===== src/rtl/semaphore_arbiter.sv =====
// Hardware semaphore bank: release-then-acquire resolution with round-robin acquire arbitration.
// Define SEMAPHORE_TIMEOUT_EN to add per-semaphore hold counters and forced release.
module semaphore_arbiter #(
  parameter int NumberOfSemaphores = 4,
  parameter int NumberOfCores      = 2,
  parameter int TimeoutCycles      = 1024,
  localparam int SW = (NumberOfSemaphores > 1) ? $clog2(NumberOfSemaphores) : 1,
  localparam int CW = (NumberOfCores > 1) ? $clog2(NumberOfCores) : 1
) (
  input  logic                                         SEMAPHOREARBITER_CLK,
  input  logic                                         SEMAPHOREARBITER_RST,
  input  logic [NumberOfCores-1:0]                     SEMAPHOREARBITER_REQ,
  input  logic [NumberOfCores-1:0]                     SEMAPHOREARBITER_OP,
  input  logic [NumberOfCores*SW-1:0]                  SEMAPHOREARBITER_ID,
  output logic [NumberOfCores-1:0]                     SEMAPHOREARBITER_ACK,
  output logic [NumberOfCores-1:0]                     SEMAPHOREARBITER_GRANTED,
  output logic [NumberOfSemaphores-1:0]                SEMAPHOREARBITER_LOCKED,
  output logic [NumberOfSemaphores*CW-1:0]             SEMAPHOREARBITER_OWNER,
  output logic [NumberOfSemaphores*NumberOfCores-1:0]  SEMAPHOREARBITER_WE,
  output logic [NumberOfSemaphores-1:0]                SEMAPHOREARBITER_TIMEOUT
);
  localparam int NS = NumberOfSemaphores;
  localparam int NC = NumberOfCores;

  logic [NC-1:0]    req_q, op_q, in_rng, rel_ok, acq_ok, acq_gnt;
  logic [NC*SW-1:0] id_q;
  logic [SW-1:0]    cid [NC];
  logic [NS-1:0]    locked, rel_hit, expire, free1, win_vld;
  logic [CW-1:0]    owner [NS];
  logic [CW-1:0]    rr [NS];
  logic [CW-1:0]    win [NS];

  // Requests are registered first; a reset on the following edge drops their ACK.
  always_ff @(posedge SEMAPHOREARBITER_CLK) begin
    if (SEMAPHOREARBITER_RST) begin
      req_q <= '0;
      op_q  <= '0;
      id_q  <= '0;
    end else begin
      req_q <= SEMAPHOREARBITER_REQ;
      op_q  <= SEMAPHOREARBITER_OP;
      id_q  <= SEMAPHOREARBITER_ID;
    end
  end

  for (genvar c = 0; c < NC; c++) begin : g_core
    assign cid[c]    = id_q[c*SW +: SW];
    assign in_rng[c] = ({1'b0, cid[c]} < (SW+1)'(NS));
  end

  always_comb begin
    rel_ok  = '0;
    acq_ok  = '0;
    rel_hit = '0;
    for (int c = 0; c < NC; c++) begin
      if (req_q[c] && in_rng[c]) begin
        if (op_q[c]) acq_ok[c] = 1'b1;
        else if (locked[cid[c]] && owner[cid[c]] == CW'(c)) begin
          rel_ok[c]         = 1'b1;
          rel_hit[cid[c]]   = 1'b1;
        end
      end
    end
  end

  // A semaphore is free for phase 2 if unlocked, just released, or just timed out.
  assign free1 = ~locked | rel_hit | expire;

  // Scan from the highest offset down so the core closest to RR wins.
  always_comb begin
    for (int s = 0; s < NS; s++) begin
      win_vld[s] = 1'b0;
      win[s]     = '0;
      for (int k = NC - 1; k >= 0; k--) begin
        if (acq_ok[CW'((int'(rr[s]) + k) % NC)] &&
            cid[CW'((int'(rr[s]) + k) % NC)] == SW'(s)) begin
          win_vld[s] = 1'b1;
          win[s]     = CW'((int'(rr[s]) + k) % NC);
        end
      end
    end
  end

  always_comb begin
    acq_gnt = '0;
    for (int c = 0; c < NC; c++)
      acq_gnt[c] = acq_ok[c] && (free1[cid[c]] ? (win[cid[c]] == CW'(c))
                                               : (owner[cid[c]] == CW'(c)));
  end

  always_ff @(posedge SEMAPHOREARBITER_CLK) begin
    if (SEMAPHOREARBITER_RST) begin
      SEMAPHOREARBITER_ACK     <= '0;
      SEMAPHOREARBITER_GRANTED <= '0;
      SEMAPHOREARBITER_WE      <= '0;
      locked                   <= '0;
      for (int s = 0; s < NS; s++) begin
        owner[s] <= '0;
        rr[s]    <= '0;
      end
    end else begin
      SEMAPHOREARBITER_ACK     <= req_q;
      SEMAPHOREARBITER_GRANTED <= rel_ok | acq_gnt;
      for (int s = 0; s < NS; s++) begin
        if (free1[s]) begin
          locked[s] <= win_vld[s];
          owner[s]  <= win_vld[s] ? win[s] : '0;
          if (win_vld[s])
            rr[s] <= (win[s] == CW'(NC - 1)) ? '0 : win[s] + CW'(1);
        end
        for (int c = 0; c < NC; c++)
          SEMAPHOREARBITER_WE[s*NC + c] <= free1[s] && win_vld[s] && (win[s] == CW'(c));
      end
    end
  end

  assign SEMAPHOREARBITER_LOCKED = locked;
  for (genvar s = 0; s < NS; s++) begin : g_own
    assign SEMAPHOREARBITER_OWNER[s*CW +: CW] = owner[s];
  end

`ifdef SEMAPHORE_TIMEOUT_EN
  localparam int TW = $clog2(TimeoutCycles + 1);
  logic [TW-1:0] hold [NS];

  // An owner release in the expiry cycle takes precedence over the forced release.
  always_comb begin
    for (int s = 0; s < NS; s++)
      expire[s] = locked[s] && (hold[s] == TW'(TimeoutCycles)) && !rel_hit[s];
  end

  always_ff @(posedge SEMAPHOREARBITER_CLK) begin
    if (SEMAPHOREARBITER_RST) begin
      SEMAPHOREARBITER_TIMEOUT <= '0;
      for (int s = 0; s < NS; s++) hold[s] <= '0;
    end else begin
      SEMAPHOREARBITER_TIMEOUT <= expire;
      for (int s = 0; s < NS; s++) begin
        if (free1[s])       hold[s] <= '0;
        else if (locked[s]) hold[s] <= hold[s] + TW'(1);
      end
    end
  end
`else
  assign expire                   = '0;
  assign SEMAPHOREARBITER_TIMEOUT = '0;
`endif

endmodule


===== config.mk =====
export PLATFORM = sky130hd
export DESIGN_NAME = semaphore_arbiter
export DESIGN_NICKNAME = d
export VERILOG_FILES = /design/src/rtl/semaphore_arbiter.sv
export SDC_FILE = /design/constraint.sdc
export NUM_CORES = 1
export LEC_CHECK = 0
export BUFFER_PORTS_ARGS = -buffer_cell sky130_fd_sc_hd__buf_2
export CORE_MARGIN = 1
export CORE_UTILIZATION = 58
export DETAILED_ROUTE_END_ITERATION = 16
export PLACE_DENSITY = 0.9
export SKIP_LAST_GASP = 1
export SYNTH_ARGS = -nofsm -noshare
export SYNTH_HDL_FRONTEND = slang
export SYNTH_SLANG_ARGS = --single-unit

===== constraint.sdc =====
create_clock -name SEMAPHOREARBITER_CLK -period 5 [get_ports SEMAPHOREARBITER_CLK]
set_input_delay 1 -clock SEMAPHOREARBITER_CLK [delete_from_list [all_inputs] [get_ports SEMAPHOREARBITER_CLK]]
set_output_delay 1 -clock SEMAPHOREARBITER_CLK [all_outputs]
set_load 0.01 [all_outputs]

---- Word-level counts from Yosys, hierarchy flattened ----
Memory sizes are Yosys's and may differ from the RTL's. A register that Yosys moved wholly into a read port is not among the register bits.
Index checks and enable logic that the tools add are counted.
storage, ports and cells
  flip-flop bits (word level) ............. 24
  RAM bits ................................ 8
  input port bits ......................... 10
  output and inout port bits .............. 24
  word-level logic and storage cells ...... 236
  memories ................................ 2
operators by class
  add/subtract/negate cells ............... 8
  order comparisons ....................... 22
  eq/ne operators ......................... 6
  mux-type cells .......................... 132
  bitwise operators ....................... 28
  reductions and logical operators ........ 28
memories
  name   depth  width  rd ports  clocked after Yosys merged registers in  write ports  RTL line  text
  owner  4      1      6         2                                        4            29        logic [CW-1:0] owner [NS];
  rr     4      1      4         0                                        4            30        logic [CW-1:0] rr [NS];
operators by type and width
  operator                                             number
  2-to-1 mux 1 bit                                     100
  2-to-1 mux 2 bit                                     18
  logical AND 1 bit                                    26
  < comparator 1 x 3 -> 1 bit, second input constant   8
  2-to-1 mux 4 bit                                     6
  >= comparator 1 x 2 -> 1 bit, second input constant  8
  inverter 1 bit                                       14
  binary-select mux 1 bit (select 2 bit)               6
  adder 1 bit, second input constant                   8
  equality test 2 bit, second input constant           4
  OR 1 bit                                             8
  OR 4 bit                                             2
  >= comparator 3 bit, second input constant           2
  < comparator 2 x 3 -> 1 bit, second input constant   2
  inverter 2 -> 3 bit                                  2
  demux 1 bit (select 2 bit)                           2
  equality test 2 x 1 -> 1 bit, second input constant  2
  >= comparator 2 x 1 -> 1 bit, second input constant  2
  zero test 2 bit                                      2
  inverter 4 bit                                       1
  OR 2 bit                                             1

---- Longest topological paths before layout ----
Gate-level depths: netlist of run 1.
  word-level depth ........................ 17
  mapped depth ............................ 6
  gate-level depth less buffers ........... 5

---- Least setup slack after synthesis of run 1 ----
Ideal clock, no wire load.
  path type ............................... input to register
  from .................................... in SEMAPHOREARBITER_RST
  to ...................................... mem rr[1] (netlist bit), enable pin
  setup time .............................. 0.305 ns
  arrival ................................. 1.969 ns
  data required time ...................... 4.695 ns
  setup slack ............................. 2.726 ns
  stages .................................. 4
  path buffers ............................ 3
  cell sequence ........................... clkbuf_1 > buf_1 > clkbuf_1 > o21bai_1
RTL lines
  element      RTL line  text
  from (decl)  11        input logic SEMAPHOREARBITER_RST,
  to (decl)    30

==> qor.yml, run 1 <==
placement:
  routabilityCongestion: 0.930
  place_hpwl_mm: 2.48
  port_buffers: 29
  place_area_um2: 1720
global_route:
  grt-ovfl-total: 0
  busiest_layer: "met2"
  grt_use_total: 0.254
  grt_util_met3: 0.0632
  grt_util_met2: 0.391
  met1_usage: 0.344
  grt_pass1_vias: 1244
  grt_max_degree: 37
  grt_pass1_wl_mm: 6.08
  antenna_found_initial: 0
setup_path:
  critPathMaxFanout: 31
  worst_ep_required_time_ns: 5.05
  start_kind: "register"
  crit_type: "register to register"
  crit_path_end_kind: "register"
  arrival_ns: 2.29
sta:
  finalHoldViolations: 0
  rsz0062_at_grt: "false"
  max_freq_mhz: 445
  relSlewSlack: 0.326
  setup_viol_count_final: 0
  finClkSkew_ns: 0.00754
  worstMarginPinSlew_ns: 1.01
  finalSetupTns_ns: 0
  drv_slew: 0
  timing.final.crit_period_ns: 2.25
  period_share: 0.449
layout:
  finalInstanceArea_um2: 1800
  final_nets: 198
  synthToLayoutAreaGrowth_pct: 8.94
  antenna_cells: 0
  drive_gt1_frac: 0.243
routing:
  finalWirelength_mm: 3.42
  wl_per_cell_um: 15.6
  via_per_inst: 6.18
  first_pass_iters: 4
  via_count: 1353
  drc: 0
  drtAntennaViolNets: 0
  drtIter0Drc: 116
logic_synthesis:
  synth.top_cell.area_share: 0.291
  synth_commonest_cells: "dfxtp_1, nor2b_1, nor2_1"
  ys_seq_area_frac: 0.436
  syn_avg_cell_area_um2: 9.77
  synthFlopType: "dfxtp_1"
  ys_seq_elements: 32
  async_flop_share: 0
  synth-edff-count: 8
  synth.area.top_cells: "dfxtp_1, edfxtp_1, mux4_2, nor2b_1, buf_4"
  synth_cells: 169
  synth_cell_types: 49
  synth_top_cell_by_area: "dfxtp_1"
  ys_warn_count: 0
  syn_area_um2: 1650
  synth_most_common_cell: "dfxtp_1"
power_and_ir_drop:
  leakagePower_nw: 0.703
  p_per_area_nw_per_um2: 274
  power_mw: 0.493
  peakVddDrop_uv: 258
cts:
  htree_levels: 2
  cts_hold_buffers: 0
  cts_root_buf: "clkbuf_4"
  cts_setup_buffers: 0
  cts_resized: 0
  cts_tree: "yes"
  cts_made_buffers: 5
  cts_sinks: 32
  insertion_delay_ns: 0.34
  cts_max_path_buffers: 2
  clk_pin_slew_ns: 0.10
floorplan:
  fp.dieH_um: 55.4
  coreArea_um2: 2590
  initial_core_util: 0.638
  die_w_um: 55.4
  io_pins: 34
  rows: 18
  die_area_um2: 3060
status:
  outcome: "completed"
flow_run:
  drv_cap: 0
min_path:
  holdCritPathClass: "register to register"
state kept, by name, indices dropped and copies added, names as in the netlist:
signal	cells
owner	4
rr	4
op_q	2
id_q	4
req_q	2
SEMAPHOREARBITER_LOCKED	4
SEMAPHOREARBITER_GRANTED	2
SEMAPHOREARBITER_WE	8
SEMAPHOREARBITER_ACK	2
final cells by class:
type,count,area [µm²]
clock buffers,6,62.6
fillers,219,791
inverters,3,11.3
well taps,30,37.5
clock inverters,2,12.5
multi-input cells,117,810
flip-flops and latches,32,721
repair buffers,29,145
per-layer routing:
metal / up-vias / share of wire
met5: - / 0
met4: 0 / 0.020
met3: 8 / 0.060
met2: 53 / 0.50
met1: 637 / 0.42
li1: 655 / -
cells by family (layout without fill, tap and decap cells):
family / Yosys count / count (layout) / share of synthesized area
buf+inv: 23 / 40 / 0.0803
simple gates: 84 / 84 / 0.304
compound gates: 24 / 24 / 0.117
mux: 5 / 5 / 0.0606
flops: 32 / 32 / 0.436
other cells: 1 / 4 / 0.00227
final timing paths:
check	start	to	slack [ns]	cells past startpoint
max	id_q[1]$_SDFF_PP0_	rr[0]$_SDFFCE_PP0P_	2.75	5
max reg2reg	id_q[1]$_SDFF_PP0_	rr[0]$_SDFFCE_PP0P_	2.75	5
min reg2reg	req_q[1]$_SDFF_PP0_	SEMAPHOREARBITER_ACK[1]$_SDFF_PP0_	0.54	1
min	req_q[1]$_SDFF_PP0_	SEMAPHOREARBITER_ACK[1]$_SDFF_PP0_	0.54	1
layout by cell type (no fill, tap or decap), types with 4 or more instances in the layout:
cell type	Yosys	final
edfxtp_1	8	8
nor4b_1	7	7
or3_1	6	6
nor4_1	6	6
nor2b_1	11	11
nor2_1	10	10
mux4_2	4	4
buf_2	4	29
nor3_1	8	8
nand2b_1	6	6
dfxtp_1	24	24
conb_1	1	4
clkbuf_4	0	5
nand3_1	5	5
nand3b_1	4	4
nand2_1	7	7
worst max-delay path, stage by stage, from the launching register on:
cell,delay [ns]
dfxtp_1,0.65
or2_2,0.46
or3_1,0.33
nand3b_1,0.17
nand2_1,0.15
o21bai_1,0.17
where the power goes:
part           internal (mW)  total, mW  switching [mW]
Clock                 0.0841      0.175          0.0912
Sequential             0.271      0.284          0.0133
Combinational         0.0160     0.0334          0.0175
metrics by stage:
step	util	hold slack, ns	setup slack, ns	cells
after global routing	0.695	0.568	2.48	219
after detailed placement	0.666	0.517	2.50	211
after CTS	0.695	0.535	2.76	219
final	0.695	0.535	2.75	219
after global placement	0.666	0.510	2.63	211
after floorplan	-	0.489	2.73	172
Note: power is estimated with default switching activity, not from simulation.
==> inputs of run 2 (changes only) <==
Settings changed: ABC_AREA from default to 1, CORE_UTILIZATION 58 to 53, PLACE_DENSITY 0.9 to 0.84.
Clock period 5 ns to 2.22 ns, I/O delays scaled along.
==> run 2 against run 1 <==
  * The flow now finishes with violations (DRC)
  * Via count up 5.8%
  * Utilization down 6.4 points
  * Flip-flop and latch count unchanged
  * Cell area down 1.7%
  * Global-route usage down 1.9 points
  * First-iteration DRC count down 53%
  * Synthesized cell count up 29%
  * Clock power up 96%
  * Largest cell class is now flip-flops and latches
  * Register-to-register slack worse by 2.4 ns
==> qor.yml, run 2 <==
floorplan:
  die_area_um2: 3220  # was 3060 µm²
  initial_core_util: 0.567  # was 0.638
  rows: 19  # was 18
  die_w_um: 56.8  # was 55.4 µm
  coreArea_um2: 2810  # was 2590 µm²
  io_pins: 34  # unchanged
  fp.dieH_um: 56.8  # was 55.4 µm
routing:
  finalWirelength_mm: 3.31  # was 3.42 mm
  drtIter0Drc: 54  # was 116
  drc: 7  # was 0
  wl_per_cell_um: 11.9  # was 15.6 µm
  via_count: 1432  # was 1353
  drtAntennaViolNets: 0  # unchanged
  via_per_inst: 5.17  # was 6.18
  first_pass_iters: 10  # was 4
logic_synthesis:
  synthFlopType: "dfxtp_1"  # unchanged
  synth_cell_types: 21  # was 49
  async_flop_share: 0  # unchanged
  ys_seq_elements: 32  # unchanged
  ys_seq_area_frac: 0.453  # was 0.436
  synth_most_common_cell: "nand2_1"  # was dfxtp_1
  synth.top_cell.area_share: 0.302  # was 0.291
  synth.area.top_cells: "dfxtp_1, edfxtp_1, nand2_1, inv_1, nand3_1"  # was dfxtp_1, edfxtp_1, mux4_2, nor2b_1, buf_4
  syn_avg_cell_area_um2: 7.29  # was 9.77 µm²
  ys_warn_count: 0  # unchanged
  synth_commonest_cells: "nand2_1, inv_1, dfxtp_1, nor2_1, nand3_1"  # was dfxtp_1, nor2b_1, nor2_1
  synth-edff-count: 8  # unchanged
  synth_top_cell_by_area: "dfxtp_1"  # unchanged
  synth_cells: 218  # was 169
  syn_area_um2: 1590  # was 1650 µm²
global_route:
  grt_pass1_wl_mm: 5.66  # was 6.08 mm
  busiest_layer: "met2"  # unchanged
  grt-ovfl-total: 0  # unchanged
  grt_util_met2: 0.361  # was 0.391
  met1_usage: 0.304  # was 0.344
  grt_max_degree: 22  # was 37
  grt_util_met3: 0.0714  # was 0.0632
  grt_use_total: 0.234  # was 0.254
  antenna_found_initial: 0  # unchanged
  grt_pass1_vias: 1306  # was 1244
placement:
  place_area_um2: 1710  # was 1720 µm²
  place_hpwl_mm: 2.53  # was 2.48 mm
  dpl.cell_count: 269  # was 211
  port_buffers: 29  # unchanged
  routabilityCongestion: 0.962  # was 0.930
setup_path:
  crit_type: "register to register"  # unchanged
  start_kind: "register"  # unchanged
  critPathMaxFanout: 8  # was 31
  arrival_ns: 1.93  # was 2.29 ns
  r2r-start: "id_q[1]$_SDFF_PP0_"  # unchanged
  r2r-end: "rr[0]$_SDFFCE_PP0P_"  # unchanged
  rr_worst_depth: 8  # was 5
  crit_path_end_kind: "register"  # unchanged
  worst_ep_required_time_ns: 2.27  # was 5.05 ns
  r2r_slack_ns: 0.33  # was 2.75 ns
min_path:
  holdCritPathClass: "input pin to register"  # was register to register
  min_path_cells: 3  # was 1
  hp-start: "SEMAPHOREARBITER_ID[3]"  # was req_q[1]$_SDFF_PP0_
  whs_endpoint: "id_q[3]$_SDFF_PP0_"  # was SEMAPHOREARBITER_ACK[1]$_SDFF_PP0_
cts:
  cts_root_buf: "clkbuf_4"  # unchanged
  cts_sinks: 32  # unchanged
  htree_levels: 2  # unchanged
  cts_hold_buffers: 0  # unchanged
  cts_tree: "yes"  # unchanged
  cts_made_buffers: 5  # unchanged
  cts_max_path_buffers: 2  # unchanged
  cts_resized: 0  # unchanged
  cts_setup_buffers: 0  # unchanged
  insertion_delay_ns: 0.33  # was 0.34 ns
  clk_pin_slew_ns: 0.10  # about the same
sta:
  rsz0062_at_grt: "false"  # unchanged
  max_freq_mhz: 530  # was 445 MHz
  period_share: 0.850  # was 0.449
  finalHoldViolations: 0  # unchanged
  timing.final.crit_period_ns: 1.89  # was 2.25 ns
  finClkSkew_ns: 0.00545  # was 0.00754 ns
  drv_slew: 0  # unchanged
  finalSetupTns_ns: 0  # unchanged
  setup_viol_count_final: 0  # unchanged
  hold_slack_ns: 0.306  # was 0.535 ns
layout:
  top_register: "SEMAPHOREARBITER_WE"  # unchanged
  drive_gt1_frac: 0.224  # was 0.243
  finalNonFillerCells: 277  # was 219
  layout.cells.most_common_list: "nand2_1, buf_2, inv_1, dfxtp_1, nor2_1"  # was buf_2, dfxtp_1, nor2b_1, nor2_1
  final_common_cell: "nand2_1"  # was buf_2
  finalInstanceArea_um2: 1770  # was 1800 µm²
  synthToLayoutAreaGrowth_pct: 11.2  # was 8.94%
  antenna_cells: 0  # unchanged
  largest_register_ffs: 8  # unchanged
  final_nets: 255  # was 198
power_and_ir_drop:
  peakVddDrop_uv: 470  # was 258 µV
  p_per_area_nw_per_um2: 591  # was 274 nW/µm²
  leakagePower_nw: 0.944  # was 0.703 nW
status:
  outcome: "complete, but fails checks"  # was completed
  failed_checks: "DRC"
flow_run:
  drv_cap: 0  # unchanged
-- run 2: final cells by class --
type / count / area (µm²)
flip-flops and latches: 32 / 721
clock buffers: 6 / 51.3
inverters: 33 / 124
well taps: 31 / 38.8
repair buffers: 30 / 153
multi-input cells: 143 / 671
fillers: 271 / 1040
clock inverters: 2 / 10.0
-- run 2: worst max-delay path by stage --
stage / from / to / slack [ns] / depth (start not counted)
2_1_floorplan: id_q[2]$_SDFF_PP0_ / rr[0]$_SDFFCE_PP0P_ / 0.73 / 12
3_3_place_gp: id_q[1]$_SDFF_PP0_ / rr[0]$_SDFFCE_PP0P_ / 0.41 / 8
3_5_place_dp: id_q[1]$_SDFF_PP0_ / rr[0]$_SDFFCE_PP0P_ / 0.41 / 8
4_1_cts: id_q[1]$_SDFF_PP0_ / rr[0]$_SDFFCE_PP0P_ / 0.38 / 8
5_1_grt: id_q[1]$_SDFF_PP0_ / rr[0]$_SDFFCE_PP0P_ / 0.19 / 8
6_report: id_q[1]$_SDFF_PP0_ / rr[0]$_SDFFCE_PP0P_ / 0.33 / 8
-- run 2: metrics by stage --
step / setup slack [ns] / util / total power [mW]
after CTS: 0.379 / 0.630 / 1.05
after floorplan: 0.731 / - / 0.695
after global placement: 0.414 / 0.608 / 0.712
after detailed placement: 0.409 / 0.608 / 0.714
after global routing: 0.191 / 0.630 / 1.09
final: 0.333 / 0.630 / 1.04
-- run 2: where the power goes --
part / switching, mW / internal (mW) / total (mW)
clock: 0.193 / 0.151 / 0.343
sequential: 0.0138 / 0.610 / 0.623
combinational: 0.0532 / 0.0248 / 0.0781
-- run 2: cells by family after synthesis --
kind of cell | Yosys count | synth area share
and+or+nand+nor | 131 | 0.372
buffers and inverters | 46 | 0.132
DFF | 32 | 0.453
AOI/OAI and AO/OA | 8 | 0.0401
other | 1 | 0.00236
-- run 2: worst max-delay path: stages, from the launching register on --
cell and delay, ns:
dfxtp_1 0.50, nor2_1 0.16, nand2_1 0.10, nand2_2 0.06, nor2_4 0.16, nand4_1 0.20, nand2_1 0.17, nand2_1 0.14
nand2_1 0.11
-- run 2: per-layer routing --
metal | share of wire | up-vias
li1 | - | 738
met1 | 0.46 | 613
met5 | 0 | -
met4 | 0.017 | 0
met3 | 0.079 | 8
met2 | 0.45 | 73
==> inputs of run 3 (changes only) <==
Clock period 2.22 ns to 1.9 ns, I/O delays scaled along.
==> run 3 against run 2 <==
  * The run still ends with DRC left
  * Flip-flop and latch count unchanged
  * Clock skew increased by 0.0061 ns
  * Via count about the same
  * Combinational power increased by 19%
  * Power increased by 17%
  * Non-clock buffer count increased by 2
  * Sequential share of layout area decreased by 0.16 points
  * Largest cell class unchanged
==> qor.yml, run 3 (synthesized netlist as in run 2, its figures left out) <==
layout:
  layout.cells.most_common_list: "nand2_1, buf_2, inv_1, nor2_1"  # was nand2_1, buf_2, inv_1, dfxtp_1, nor2_1
  drive_gt1_frac: 0.234  # was 0.224
  final_common_cell: "nand2_1"  # unchanged
  fillCellCount: 292  # was 271
  top_register: "SEMAPHOREARBITER_WE"  # unchanged
  antenna_cells: 0  # unchanged
  final_nets: 257  # was 255
  synthToLayoutAreaGrowth_pct: 12.2  # was 11.2%
  largest_register_ffs: 8  # unchanged
cts:
  cts_sinks: 32  # unchanged
  cts_made_buffers: 5  # unchanged
  cts_resized: 0  # unchanged
  cts_max_path_buffers: 2  # unchanged
  insertion_delay_ns: 0.34  # was 0.33 ns
  cts_setup_buffers: 0  # unchanged
  cts_tree: "yes"  # unchanged
  cts_root_buf: "clkbuf_4"  # unchanged
  clk_pin_slew_ns: 0.09  # was 0.10 ns
  htree_levels: 2  # unchanged
  cts_hold_buffers: 0  # unchanged
sta:
  drv_slew: 0  # unchanged
  worst_slack_ns: 0.172  # was 0.333 ns
  rsz0062_at_grt: "false"  # unchanged
  timing.final.crit_period_ns: 1.73  # was 1.89 ns
  finalHoldViolations: 0  # unchanged
  finClkSkew_ns: 0.0115  # was 0.00545 ns
  finalSetupTns_ns: 0  # unchanged
  max_freq_mhz: 579  # was 530 MHz
  setup_viol_count_final: 0  # unchanged
  period_share: 0.910  # was 0.850
  hold_slack_ns: 0.236  # was 0.306 ns
routing:
  via_per_inst: 5.13  # was 5.17
  first_pass_iters: 11  # was 10
  via_count: 1431  # was 1432
  finalWirelength_mm: 3.37  # was 3.31 mm
  wl_per_cell_um: 12.1  # was 11.9 µm
  drtIter0Drc: 119  # was 54
  drtAntennaViolNets: 0  # unchanged
  drc: 7  # unchanged
setup_path:
  r2r-end: "rr[2]$_SDFFCE_PP0P_"  # was rr[0]$_SDFFCE_PP0P_
  cp-endpoint: "rr[2]$_SDFFCE_PP0P_"  # was rr[0]$_SDFFCE_PP0P_
  critPathLaunch: "id_q[1]$_SDFF_PP0_"  # unchanged
  r2r_slack_ns: 0.17  # was 0.33 ns
  crit_path_end_kind: "register"  # unchanged
  rr_worst_depth: 8  # unchanged
  crit_type: "register to register"  # unchanged
  arrival_ns: 1.90  # was 1.93 ns
  r2r-start: "id_q[1]$_SDFF_PP0_"  # unchanged
  critPathMaxFanout: 8  # unchanged
  start_kind: "register"  # unchanged
  worst_ep_required_time_ns: 2.07  # was 2.27 ns
global_route:
  grt_pass1_wl_mm: 5.81  # was 5.66 mm
  grt_max_degree: 22  # unchanged
  grt_pass1_vias: 1286  # was 1306
  grt-ovfl-total: 0  # unchanged
  grt_use_total: 0.246  # was 0.234
  antenna_found_initial: 0  # unchanged
status:
  failed_checks: "DRC"  # unchanged
  outcome: "complete, but fails checks"  # unchanged
min_path:
  holdCritPathClass: "input pin to register"  # unchanged
power_and_ir_drop:
  peakVddDrop_uv: 575  # was 470 µV
  power_mw: 1.23  # was 1.04 mW
  p_per_area_nw_per_um2: 687  # was 591 nW/µm²
  leakagePower_nw: 0.950  # was 0.944 nW
placement:
  pre_cts_ws_ns: 0.121  # was 0.409 ns
  place_hpwl_mm: 2.56  # was 2.53 mm
  port_buffers: 29  # unchanged
  routabilityCongestion: 0.986  # was 0.962
floorplan:
  rows: 19  # unchanged
  io_pins: 34  # unchanged
  coreArea_um2: 2810  # unchanged
  initial_core_util: 0.567  # unchanged
  fp.dieH_um: 56.8  # unchanged
  die_w_um: 56.8  # unchanged
  die_area_um2: 3220  # unchanged
flow_run:
  drv_cap: 0  # unchanged
-- run 3: changes by cell type in the layout (fill, tap and decap cells not counted) --
cell,before,now
dfxtp_1,24,21
clkinv_2,2,0
clkbuf_1,0,2
buf_4,1,3
dfxtp_2,0,3
-- run 3: where the power goes --
group	internal, mW	leakage [nW]	switching, mW
combinational	0.0305	0.630	0.0623
clock	0.182	0.0326	0.221
sequential	0.713	0.287	0.0170
total	0.926	0.950	0.301
-- run 3: final cells by class --
cell class / count / area [µm²] / area share
tap: 31 / 38.8 / 0.0217
inverter: 33 / 124 / 0.0694
multi-input combinational: 143 / 671 / 0.376
clock buffer: 8 / 58.8 / 0.0330
sequential: 32 / 724 / 0.406
timing repair buffer: 32 / 168 / 0.0940
-- run 3: critical path: stages (launching register included) --
cell and delay (ns):
dfxtp_2 0.43, nor2_1 0.12, nand2_1 0.08, nand2_2 0.06, nor2_4 0.15, nand4_1 0.20, nand2_1 0.14, nand4_1 0.18
nor2_1 0.22
-- run 3: how the worst min path moves through the flow --
stage	slack, ns	cells past startpoint	startpoint	to
2_1_floorplan	0.43	2	req_q[0]$_SDFF_PP0_	SEMAPHOREARBITER_ACK[0]$_SDFF_PP0_
3_3_place_gp	0.44	2	req_q[0]$_SDFF_PP0_	SEMAPHOREARBITER_ACK[0]$_SDFF_PP0_
3_5_place_dp	0.45	2	req_q[0]$_SDFF_PP0_	SEMAPHOREARBITER_ACK[0]$_SDFF_PP0_
4_1_cts	0.23	3	SEMAPHOREARBITER_REQ[1]	req_q[1]$_SDFF_PP0_
5_1_grt	0.23	3	SEMAPHOREARBITER_ID[0]	id_q[0]$_SDFF_PP0_
6_report	0.24	3	SEMAPHOREARBITER_ID[1]	id_q[1]$_SDFF_PP0_
-- run 3: routing by layer --
metal | up-vias | share of wire | GRT usage
li1 | 742 | - | -
met1 | 609 | 0.44 | 0.307
met2 | 68 | 0.44 | 0.378
met3 | 12 | 0.088 | 0.0737
met4 | 0 | 0.033 | 0.139
met5 | - | 0 | 0
-- run 3: through the flow --
step,util,area (µm²),cells
floorplan,-,1600,221
detailed placement,0.614,1720,271
CTS,0.635,1780,279
global route,0.636,1780,279
finish,0.636,1780,279
global placement,0.614,1720,271
